$ cat src/rtl/blinkt_frame_sequencer.sv
// Wishbone-controlled frame sequencer for the APA102 LED bar: shadow pixels, snapshot on commit, streamed frame.
// Optional auto-refresh timer enabled by defining BLINKT_AUTO_REFRESH_EN.
module blinkt_frame_sequencer #(
  parameter int DATA_WIDTH     = 32,
  parameter int ADDR_WIDTH     = 32,
  parameter int SELECT_WIDTH   = DATA_WIDTH/8,
  parameter int NUM_LEDS       = 8,
  parameter int REFRESH_CYCLES = 24000000
) (
  input  logic                    i_clk,
  input  logic                    i_rst,
  input  logic [ADDR_WIDTH-1:0]   wb_adr_i,
  input  logic [DATA_WIDTH-1:0]   wb_dat_i,
  output logic [DATA_WIDTH-1:0]   wb_dat_o,
  input  logic                    wb_we_i,
  input  logic [SELECT_WIDTH-1:0] wb_sel_i,
  input  logic                    wb_stb_i,
  input  logic                    wb_cyc_i,
  output logic                    wb_ack_o,
  output logic                    wb_err_o,
  output logic                    wb_rty_o,
  output logic [31:0]             m_axis_data,
  output logic                    m_axis_tvalid,
  input  logic                    m_axis_tready,
  output logic                    o_busy,
  output logic                    o_frame_done
);

  localparam logic [4:0] NLED = 5'(NUM_LEDS);
  localparam logic [3:0] LAST = 4'(NUM_LEDS-1);

  typedef enum logic [1:0] {IDLE, START, LED, END} state_t;
  state_t state, state_nxt;

  logic [15:0][31:0] shadow, snap;
  logic [3:0]        idx;
  logic              pending;
  logic [7:0]        frame_count;
  logic [4:0]        word;
  logic              accept, wr, ctrl_wr, commit, auto_commit, xfer, end_xfer, start_frame;
  logic              auto_bit;
  logic [31:0]       rdata, ctrl_rdata;

  assign wb_err_o = 1'b0;
  assign wb_rty_o = 1'b0;

  assign word    = wb_adr_i[6:2];
  assign accept  = wb_cyc_i & wb_stb_i & ~wb_ack_o;
  assign wr      = accept & wb_we_i;
  assign ctrl_wr = wr && (word == 5'd16);
  assign commit  = (ctrl_wr & wb_dat_i[0]) | auto_commit;

  assign xfer        = m_axis_tvalid & m_axis_tready;
  assign end_xfer    = (state == END) & xfer;
  // A commit landing on the end-word transfer chains straight into the next frame.
  assign start_frame = ((state == IDLE) & commit) | (end_xfer & (pending | commit));

`ifdef BLINKT_AUTO_REFRESH_EN
  localparam logic [31:0] RELOAD = 32'(REFRESH_CYCLES-1);
  logic        auto_en;
  logic [31:0] refresh_cnt;

  assign auto_commit = auto_en && (refresh_cnt == 32'd0) && (state == IDLE);
  assign auto_bit    = 1'b1;
  assign ctrl_rdata  = {30'b0, auto_en, 1'b0};

  always_ff @(posedge i_clk) begin
    if (i_rst) begin
      auto_en     <= 1'b1;
      refresh_cnt <= RELOAD;
    end else begin
      if (ctrl_wr) auto_en <= wb_dat_i[1];
      if (start_frame)                          refresh_cnt <= RELOAD;
      else if (auto_en && refresh_cnt != 32'd0) refresh_cnt <= refresh_cnt - 32'd1;
    end
  end
`else
  assign auto_commit = 1'b0;
  assign auto_bit    = 1'b0;
  assign ctrl_rdata  = 32'd0;
`endif

  logic unused_bits;
  assign unused_bits = ^{wb_adr_i[ADDR_WIDTH-1:7], wb_adr_i[1:0], 32'(REFRESH_CYCLES)};

  always_ff @(posedge i_clk) begin
    if (i_rst) state <= IDLE;
    else       state <= state_nxt;
  end

  always_comb begin
    state_nxt = state;
    case (state)
      IDLE:  if (commit) state_nxt = START;
      START: if (xfer) state_nxt = LED;
      LED:   if (xfer && idx == LAST) state_nxt = END;
      END:   if (xfer) state_nxt = (pending | commit) ? START : IDLE;
      default: state_nxt = IDLE;
    endcase
  end

  always_comb begin
    m_axis_data = 32'h0000_0000;
    case (state)
      LED:     m_axis_data = {3'b111, snap[idx][28:0]};
      END:     m_axis_data = 32'hFFFF_FFFF;
      default: m_axis_data = 32'h0000_0000;
    endcase
  end

  assign m_axis_tvalid = (state != IDLE);
  assign o_busy        = (state != IDLE);
  assign o_frame_done  = end_xfer;

  always_comb begin
    rdata = 32'd0;
    if (word < NLED)        rdata = shadow[word[3:0]];
    else if (word == 5'd16) rdata = ctrl_rdata;
    else if (word == 5'd17) rdata = {16'b0, frame_count, 5'b0, auto_bit, pending, o_busy};
  end

  always_ff @(posedge i_clk) begin
    if (i_rst) begin
      wb_ack_o    <= 1'b0;
      wb_dat_o    <= '0;
      shadow      <= '0;
      snap        <= '0;
      idx         <= '0;
      pending     <= 1'b0;
      frame_count <= '0;
    end else begin
      wb_ack_o <= accept;
      if (accept) wb_dat_o <= wb_we_i ? 32'd0 : rdata;
      if (wr && word < NLED)
        for (int b = 0; b < SELECT_WIDTH; b++)
          if (wb_sel_i[b]) shadow[word[3:0]][8*b +: 8] <= wb_dat_i[8*b +: 8];
      if (start_frame) begin
        snap <= shadow;
        idx  <= '0;
      end else if (state == LED && xfer) begin
        idx <= idx + 4'd1;
      end
      if (end_xfer)             pending <= 1'b0;
      else if (commit && o_busy) pending <= 1'b1;
      if (end_xfer) frame_count <= frame_count + 8'd1;
    end
  end

endmodule

$ cat config.mk
export PLATFORM = sky130hd
export DESIGN_NAME = blinkt_frame_sequencer
export DESIGN_NICKNAME = d
export VERILOG_FILES = /design/src/rtl/blinkt_frame_sequencer.sv
export SDC_FILE = /design/constraint.sdc
export NUM_CORES = 2
export LEC_CHECK = 0
export ABC_CLOCK_PERIOD_IN_PS = 3500
export BUFFER_PORTS_ARGS = -buffer_cell sky130_fd_sc_hd__buf_4
export CORE_ASPECT_RATIO = 0.5
export CORE_UTILIZATION = 60
export DETAILED_ROUTE_END_ITERATION = 12
export PLACE_DENSITY = 0.77
export SLEW_MARGIN = 10
export SYNTH_ARGS = -nofsm -noshare
export SYNTH_HDL_FRONTEND = slang
export SYNTH_SLANG_ARGS = --single-unit
$ cat constraint.sdc
create_clock -name i_clk -period 3.5 [get_ports i_clk]
set_input_delay 0.175 -clock i_clk [delete_from_list [all_inputs] [get_ports i_clk]]
set_output_delay 0.175 -clock i_clk [all_outputs]
set_load 0.005 [all_outputs]
==> run metrics <==
layout cell share with drive strength beyond 1=0.138; Final nets=~3700; f_max=between 200 and 300 MHz; final setup violation count=0; CTS root buffer=clkbuf_16; CTS Sinks=1000; 1st-pass router iterations=5; DR vias/cell=approximately 5.6; Final Cycle Share=0.958; Worst Setup Path Type=flip-flop to output pin; number of global-route vias before repair=26400; TNS Setup=0 ns; GRT met2 Usage=0.413; Site Rows=67; Max transition margin=0.384; status=complete, no violations; Final Slew Violations=0; Synth Flop Type=dfxtp_1; post-DP HPWL=around 55000 um; Synth Warn #=0; first-pass GRT wire length=about 150000 um; H-tree depth=3; TritonCTS Buffers=84; CTS max path bufs=3; Crit. End Element=output pin; filler instances=4849; core area=between 0.06 and 0.07 mm2; IO Port Bufs=114; commonest non-fill, non-tap cell in the layout=dfxtp_1; startpoint types=flip-flop; global-route usage over all layers=0.259; Slew @ Worst Pin=slightly above 0.9 ns; r2r startpoint=state[0]$_SDFFE_PP0P_; Top-Level Pins=144; largest net degree at the start of global routing=220; Worst-path clk slew=around 0.070 ns; Max Cap Viol=0; sequential area share after synthesis=0.482; synthesized area per cell=roughly 11 um2; setup repair after global routing missed its margin=false; CP startpoint=idx[0]$_SDFFE_PP0P_; worst min-delay path startpoint=wb_dat_i[10]; Post-CTS Setup Repair Bufs=0; initial core utilization=0.613; M3 GR Usage=0.0463; met1 Track Usage GR=0.365; Cell variety after synth=49; Wirelength per Cell=between 15 and 20 um; area of the mapped netlist=around 0.041 mm2; vias=around 26000; GPL Wtd Cong=0.809; Cells after Synth=roughly 3600; Syn-to-layout area delta=12.0%; register bit total from synthesis=1000; die area=approximately 0.07 mm2; Crit Path Max Fanout=67; HP Class=input pin to flip-flop; WP data required=3.32 ns; Worst Path Arrival=approximately 3.2 ns; drt drc=0; clock latency at the later pin of the worst-skew pair=between 0.6 and 0.7 ns; maximum vdd drop=approximately 0.00034 V; final hold vios=0; final wirelength=slightly above 90000 um; initial DRC count=approximately 2000; Static Leak=roughly 21 nW; most frequent cells in the layout=dfxtp_1, mux2i_1, nand2b_1; fraction of registers with async set or reset after synthesis=0; gr busiest metal=met2; CTS tree=yes; Post-synth EDFFs=0; Die H=about 190 um; fin crit period=3.35 ns; post-route ant nets=0; final core utilization=0.687; GRT overflow=0; die width=between 300 and 400 um; initial antenna violation count=2; Power Density=481 mW/mm2; Setup Skew=0.0216 ns
==> synthesized netlist by cell type, drive strengths merged, types with 2 or more instances <==
master / n / share of area
dfxtp: 1000 / 0.48
mux2i: 610 / 0.15
nand2b: 491 / 0.074
nor2b: 469 / 0.071
mux2: 232 / 0.063
clkbuf: 179 / 0.016
mux4: 131 / 0.071
buf: 121 / 0.015
nor2: 76 / 0.0069
a22oi: 49 / 0.0089
nand4: 35 / 0.0071
a21oi: 32 / 0.0039
a211oi: 31 / 0.0056
o22ai: 29 / 0.0044
nand2: 28 / 0.0025
o21ai: 25 / 0.0031
a221oi: 21 / 0.0044
nor3: 18 / 0.0022
ha: 6 / 0.0018
inv: 6 / 0.00054
nand3: 5 / 0.00060
xor2: 5 / 0.0011
nand3b: 4 / 0.00072
nor4b: 4 / 0.00084
nor4bb: 4 / 0.00096
xnor2: 3 / 0.00063
and2: 2 / 0.00030
and4b: 2 / 0.00048
nor4: 2 / 0.00066
or3: 2 / 0.00030
or3b: 2 / 0.00042
==> final cells by class <==
type | count | area, um2 | share of cell area
antenna | 2 | 5.00 | 0.000108
clock buffer | 118 | 2520 | 0.0543
clock inverter | 36 | 584 | 0.0126
inverter | 6 | 22.5 | 0.000484
multi-input combinational | 2329 | 20200 | 0.435
sequential | 1000 | 20000 | 0.431
tap | 897 | 1120 | 0.0241
timing repair buffer | 227 | 2000 | 0.0430
==> worst max-delay path, stage by stage, from the launching register on <==
cell and delay, ns:
dfxtp_4 0.38, buf_12 0.50, mux4_2 0.58, a211oi_1 0.66, a21oi_1 0.20, buf_4 0.19
==> per-layer routing <==
metal  vias to the layer above  share of wire  routed length [um]
met5                         -              0                   0
met4                         0          0.021                1920
met3                       121          0.048                4400
met2                       504           0.45               41400
met1                     12900           0.48               43300
li1                      12600              -                   -
==> final timing paths <==
path / slack, ns / cells past startpoint / endpoint
min: 0.03 / 3 / shadow[42]$_SDFFE_PP0P_
max reg2reg: 0.71 / 8 / snap[109]$_SDFFE_PP0P_
min reg2reg: 0.45 / 2 / wb_dat_o[26]$_SDFFE_PP0N_
max: 0.15 / 5 / m_axis_data[2]
==> through the flow <==
step | worst slack (ns) | area (um2) | hold slack [ns] | instances | total power (W)
final | 0.147 | 46500 | 0.0298 | 4615 | 0.0223
after CTS | 0.0311 | 46500 | 0.00155 | 4613 | 0.0225
after global placement | 0.761 | 43100 | 0.438 | 4436 | 0.0122
after floorplan | 1.40 | 41500 | 0.431 | 3635 | 0.0120
after detailed placement | 0.733 | 43100 | 0.443 | 4436 | 0.0122
after global routing | 0.0642 | 46500 | 0.0282 | 4615 | 0.0230
==> repair_timing <==
| item | in CTS | in global routing |
|---|---|---|
| hold endpoints to repair | 156 | 0 |
| setup endpoints to repair | 0 | 3 |
| resized for setup | 0 | 2 |
| hold buffers | 23 | 0 |
==> flip-flops by register name, indices dropped and copies added, names as in the netlist <==
name / cells
shadow: 488
wb_dat_o: 32
pending: 1
idx: 4
frame_count: 8
wb_ack_o: 1
state: 2
snap: 464
==> cell families after synthesis <==
family                   Yosys count  share of synthesized area
XOR/XNOR                           8                    0.00169
flip-flops                      1000                      0.482
other                              1                  0.0000904
AND/OR/NAND/NOR                 1149                      0.170
AO/OA/AOI/OAI                    191                     0.0313
multiplexers                     973                      0.281
adder cells (fa/ha/maj)            6                    0.00181
buffers and inverters            306                     0.0318
==> where the power goes <==
group / switching, W / leakage, nW / internal (W)
clock network: 0.00429 / 1.52 / 0.00610
registers: 0.00000354 / 8.05 / 0.0114
logic: 0.000359 / 11.0 / 0.000224
Power figures use the tool's default switching activity.
